**src/rtl/ahb_chk_pkg.sv**
```systemverilog
// Shared types and helpers for the AHB-Lite protocol checker.
// Holds transfer/burst encodings, rule ids and address arithmetic.
package ahb_chk_pkg;

    localparam int NUM_CHECKS = 8;

    typedef enum logic [1:0] {
        TR_IDLE   = 2'd0,
        TR_BUSY   = 2'd1,
        TR_NONSEQ = 2'd2,
        TR_SEQ    = 2'd3
    } htrans_e;

    typedef enum logic [2:0] {
        HB_SINGLE = 3'd0,
        HB_INCR   = 3'd1,
        HB_WRAP4  = 3'd2,
        HB_INCR4  = 3'd3,
        HB_WRAP8  = 3'd4,
        HB_INCR8  = 3'd5,
        HB_WRAP16 = 3'd6,
        HB_INCR16 = 3'd7
    } hburst_e;

    typedef enum logic [2:0] {
        CHK_STAB         = 3'd0,
        CHK_SEQ_NO_BURST = 3'd1,
        CHK_ADDR_SEQ     = 3'd2,
        CHK_EARLY_TERM   = 3'd3,
        CHK_SIZE         = 3'd4,
        CHK_ALIGN        = 3'd5,
        CHK_KB_CROSS     = 3'd6,
        CHK_ERR_RESP     = 3'd7
    } chk_id_e;

    typedef enum logic [1:0] {
        BT_IDLE       = 2'd0,
        BT_INCR_UNDEF = 2'd1,
        BT_FIXED      = 2'd2
    } bt_state_e;

    // Beat count of a fixed burst; 0 for undefined-length INCR.
    function automatic logic [4:0] burst_len(hburst_e hb);
        unique case (hb)
            HB_SINGLE:          return 5'd1;
            HB_WRAP4, HB_INCR4: return 5'd4;
            HB_WRAP8, HB_INCR8: return 5'd8;
            HB_WRAP16, HB_INCR16: return 5'd16;
            default:            return 5'd0;
        endcase
    endfunction

    // Odd encodings are the incrementing burst types.
    function automatic logic is_incr(hburst_e hb);
        return hb[0];
    endfunction

    function automatic logic is_wrap(hburst_e hb);
        return !hb[0] && (hb != HB_SINGLE);
    endfunction

    // Address of the beat following addr within its burst.
    function automatic logic [63:0] next_addr(
        logic [63:0] addr,
        logic [2:0]  hsize,
        hburst_e     hb
    );
        logic [63:0] inc;
        logic [63:0] mask;
        inc  = 64'd1 << hsize;
        mask = ({59'd0, burst_len(hb)} << hsize) - 64'd1;
        if (is_wrap(hb)) begin
            return (addr & ~mask) | ((addr + inc) & mask);
        end
        return addr + inc;
    endfunction

endpackage

```
**src/rtl/ahb_burst_tracker.sv**
```systemverilog
// Follows the burst in progress: state, beats left, next address,
// 1KB page of the last beat and whether an ERROR hit this burst.
module ahb_burst_tracker
    import ahb_chk_pkg::*;
#(
    parameter int ADDR_WIDTH = 32
) (
    input  logic                   hclk,
    input  logic                   hresetn,
    input  logic                   acc,
    input  htrans_e                htrans,
    input  hburst_e                hburst,
    input  logic [2:0]             hsize,
    input  logic [ADDR_WIDTH-1:0]  haddr,
    input  logic                   hready,
    input  logic                   hresp,
    output bt_state_e              state,
    output logic [3:0]             remaining,
    output logic [ADDR_WIDTH-11:0] prev_page,
    output logic [ADDR_WIDTH-1:0]  exp_addr,
    output logic                   err_seen
);

    bt_state_e              state_n;
    logic [3:0]             rem_n;
    logic [ADDR_WIDTH-11:0] page_n;
    logic [ADDR_WIDTH-1:0]  exp_n;
    logic                   err_n;
    logic [ADDR_WIDTH-1:0]  nxt;

    assign nxt = ADDR_WIDTH'(next_addr(64'(haddr), hsize, hburst));

    // Next-state: a new NONSEQ restarts, SEQ counts down, ERROR ends.
    always_comb begin
        state_n = state;
        rem_n   = remaining;
        page_n  = prev_page;
        exp_n   = exp_addr;
        err_n   = err_seen;
        if (hresp && state != BT_IDLE) begin
            err_n = 1'b1;
        end
        if (acc && htrans == TR_NONSEQ) begin
            err_n  = 1'b0;
            page_n = haddr[ADDR_WIDTH-1:10];
            exp_n  = nxt;
            unique case (hburst)
                HB_SINGLE: state_n = BT_IDLE;
                HB_INCR:   state_n = BT_INCR_UNDEF;
                default: begin
                    state_n = BT_FIXED;
                    rem_n   = 4'(burst_len(hburst) - 5'd1);
                end
            endcase
        end else if (acc && htrans == TR_SEQ) begin
            page_n = haddr[ADDR_WIDTH-1:10];
            exp_n  = nxt;
            if (state == BT_FIXED) begin
                rem_n = remaining - 4'd1;
                if (remaining == 4'd1) begin
                    state_n = BT_IDLE;
                end
            end
        end else if (hresp && hready && state != BT_IDLE) begin
            state_n = BT_IDLE;
        end else if (htrans == TR_IDLE && hready) begin
            state_n = BT_IDLE;
        end
        if (state_n != BT_FIXED) begin
            rem_n = 4'd0;
        end
    end

    // Tracker registers; reset discards any burst in flight.
    always_ff @(posedge hclk or negedge hresetn) begin
        if (!hresetn) begin
            state     <= BT_IDLE;
            remaining <= 4'd0;
            prev_page <= '0;
            exp_addr  <= '0;
            err_seen  <= 1'b0;
        end else begin
            state     <= state_n;
            remaining <= rem_n;
            prev_page <= page_n;
            exp_addr  <= exp_n;
            err_seen  <= err_n;
        end
    end

endmodule

```
**config.mk**
```make
export PLATFORM = sky130hd
export DESIGN_NAME = ahb_burst_tracker
export DESIGN_NICKNAME = d
export VERILOG_FILES = /design/src/rtl/ahb_chk_pkg.sv /design/src/rtl/ahb_burst_tracker.sv
export SDC_FILE = /design/constraint.sdc
export NUM_CORES = 1
export LEC_CHECK = 0
export BUFFER_PORTS_ARGS = -buffer_cell sky130_fd_sc_hd__clkbuf_2
export CAP_MARGIN = 20
export CORE_UTILIZATION = 45
export CTS_CLUSTER_DIAMETER = 80
export DETAILED_ROUTE_END_ITERATION = 10
export PLACE_DENSITY = 0.7
export SYNTH_ARGS = -nofsm -noshare
export SYNTH_HDL_FRONTEND = slang
export SYNTH_SLANG_ARGS = --single-unit
```
**constraint.sdc**
```tcl
create_clock -name hclk -period 1.9 [get_ports hclk]
set_input_delay 0.285 -clock hclk [delete_from_list [all_inputs] [get_ports hclk]]
set_output_delay 0.285 -clock hclk [all_outputs]
set_load 0.01 [all_outputs]
```
==> impl_metrics.tcl <==
set metrics [dict create \
    grt_max_degree 81 \
    grt_overflow_total 0 \
    rsz0062_at_grt "true" \
    fin_crit_sh_pct 120 \
    cts.sinks 61 \
    p_comb_share_pct 27.3 \
    required_ns 2.12 \
    fin_ws_ns -0.371 \
    final_core_util_pct 70.8 \
    drive_gt1_share_pct 39.5 \
    crit_family "compound AO/OA/AOI/OAI gates" \
    yosysTopAreaCellShare_pct 39.9 \
    drcViolationCount 0 \
    finalHoldViolCount 0 \
    num_vias 4220 \
    final_cell_area_um2 5820 \
    num-fill-cells 648 \
    yosysUniqueCellTypes 49 \
    portBuffers 105 \
    switchingPower_w 0.00127 \
    reg2reg_slack_ns 0.22 \
    syn_to_final_growth_pct 52.2 \
    clk_pin_slew_ns 0.08 \
    grt_pass1_vias 4009 \
    fp-row-count 33 \
    use_met2_pct 44.6 \
    cp_cell_sequence "clkbuf_16, nor3_4, ha_2, inv_2, fa_2, nor2b_1, o21a_1, o21ai_4, a211o_2, nor3_2, xnor2_1, o21ai_0" \
    power_density_nw_per_um2 680 \
    worstMarginPinSlew_ns 0.410 \
    maxSlewHeadroom_pct 72.3 \
    slowest_delay_ns 0.39 \
    setup-violations-final 26 \
    use_met3_pct 7.61 \
    first_iter_violations 328 \
    grt_pass1_wl_um 19700 \
    p_sw_share_pct 32.2 \
    die_w_um 94.2 \
    synth_commonest_cells "nand2_1 (130), dfrtp_1 (61), o21ai_0 (44)" \
    routabilityCongestion 0.890 \
    clockBufferDepth 2 \
    start_util_pct 46.5 \
    p_int_w 0.00268 \
    grt_use_total_pct 29.1 \
    max_freq_mhz 440 \
    failed_checks "setup timing" \
    p_seq_share_pct 39.6 \
    clock_skew_ns 0.00210 \
    viasPerCell 5.48 \
    crit_fanout 5 \
    synth_area_leader_cell "dfrtp_1" \
    post-dp-hpwl_um 8720 \
    arrival_ns 2.49 \
    cp-start-kind "primary input" \
    numCtsBuffers 9 \
    synthCells 476 \
    htree_levels 3 \
    wl_per_cell_um 16.4 \
    postSynthRegisterBits 61 \
    core_area_um2 8220 \
    period_needed_ns 2.27 \
    dpl_cell_area_um2 5190 \
    synth_edf_count 0 \
    worstSkewPairLatency_ns 0.34 \
    ys_warn_count 0 \
    cts_tree "done" \
    drt_pass1_iterations 5 \
    vdd_drop_max_mv 0.373 \
    cts-root-buf "clkbuf_8" \
    grt_use_met1_pct 40.1 \
    yosysSeqAreaShare_pct 39.9 \
    status "finished with violations" \
    min_path_type "in -> reg" \
    slew_violations 0 \
    seqCellArea_um2 1530 \
    synth_nets 535 \
    multi_input_area_um2 2510 \
    ys_dominant_reg_cell "dfrtp_1" \
    endpoint_kind "flop" \
    dieArea_um2 8870 \
    synth_area_per_cell_um2 8.03 \
    antenna_found_initial 0 \
    nets 719 \
    cap_viol_max_count 0 \
    p_leak_nw 2.79 \
    synth.area.top_cells "dfrtp_1 (40%), nand2_1 (13%), xnor2_1 (6.4%)" \
    worstSetupPathType "in -> reg" \
    io_pins 106 \
    antenna_left 0 \
    critPathBufInv 2 \
    wl_um 12600 \
    die_height_um 94.2 \
    critPathSlowestCell "a211o_2" \
    synthMostInstantiatedCell "nand2_1" \
    grt_busiest_layer "met2" \
    async_reset_ff_share_pct 100 \
    netlist_area_um2 3820 \
    clkPwrFrac_pct 33.0 \
    antenna_cells 0 \
]
flip-flops by register name, summed over array words and instances (netlist names):
signal	count
remaining	4
err_seen	1
exp_addr	32
state	2
prev_page	22
tightest hold or removal path, stage by stage:
cell	delay (ns)
clkbuf_2	0.11
nand2_1	0.06
nand2_1	0.05
cell usage in the layout, fill, tap and decap left out, types with 3 or more instances in the layout:
master / Yosys / routed
nand2_1: 130 / 127
clkbuf_2: 0 / 102
buf_4: 0 / 80
dfrtp_1: 61 / 61
o21ai_0: 44 / 32
xnor2_1: 28 / 25
nand3_1: 16 / 16
nor2_1: 18 / 15
o21ai_1: 4 / 14
a21oi_1: 19 / 13
inv_1: 14 / 12
nor3_1: 20 / 11
clkbuf_8: 0 / 11
ha_1: 13 / 10
xor2_1: 7 / 7
nand2b_1: 6 / 6
and3_1: 7 / 6
buf_6: 0 / 6
nor3_2: 0 / 5
a2111oi_4: 1 / 5
buf_12: 0 / 5
nor3_4: 0 / 4
nor2b_1: 5 / 4
o21a_1: 4 / 4
a21oi_2: 0 / 4
nor2_2: 0 / 3
and2_1: 3 / 3
xnor2_2: 0 / 3
nand4_1: 3 / 3
a211oi_1: 7 / 3
a31oi_1: 3 / 3
what timing repair did:
item | in CTS | in global routing
gates resized for setup | 47 | 19
cloned | 2 | 0
endpoints found under the setup margin | 27 | 30
endpoints found under the hold margin | 7 | 0
hold buffers | 1 | 0
buffers inserted | 11 | 0
pin swaps | 31 | 31
power by group through the flow:
stage	registers, W	clock network, W	logic, W
5_1_grt	0.00158	0.00138	0.00119
3_3_place_gp	0.00159	0	0.000967
3_5_place_dp	0.00159	0	0.000988
4_1_cts	0.00157	0.00132	0.00106
2_1_floorplan	0.00166	0	0.000411
6_report	0.00157	0.00131	0.00108
area by class of cell:
class | instances | share of cell area (%)
clock buffer | 9 | 2.13
clock inverter | 7 | 1.68
inverter | 15 | 0.968
multi-input combinational | 375 | 43.2
sequential | 61 | 26.2
tap | 105 | 2.26
timing repair buffer | 198 | 23.5
worst paths after layout:
path / startpoint / to / depth (start not counted)
setup / recovery: hsize[2] / exp_addr[24] / 12
hold / removal: haddr[31] / prev_page[21] / 3
setup reg to reg: state[0] / remaining[0] / 6
hold reg to reg: prev_page[1] / prev_page[1] / 2
max in group asynchronous: hresetn / prev_page[18] / 3
min in group asynchronous: hresetn / remaining[1] / 2
layer usage:
layer	up-vias	wire (um)
met5	-	0
met4	0	342
met3	41	877
met2	176	5670
met1	1989	5750
li1	2014	-
kinds of logic (layout without fill, tap and decap cells):
kind of cell    Yosys count  in the layout  synth area share [%]
flops                    61             61                  39.9
simple gates            215            215                  24.7
fa+ha+maj                14             14                  4.78
compound gates          109            110                  18.2
buf+inv                  41            229                  4.09
mux                       1              1                 0.262
xor+xnor                 35             35                  8.02
through the flow:
stage	TNS, ns	total power (W)	hold WS [ns]	setup WS (ns)	cells
after floorplan	-13.72	0.00207	-0.0106	-0.671	476
after global placement	-17.27	0.00255	0.187	-0.780	740
after detailed placement	-19.87	0.00258	0.184	-0.912	740
after CTS	-6.11	0.00395	0.174	-0.325	770
after global routing	-9.28	0.00415	0.189	-0.442	770
final	-7.36	0.00396	0.185	-0.371	770
Note: power is estimated with default switching activity, not from simulation.
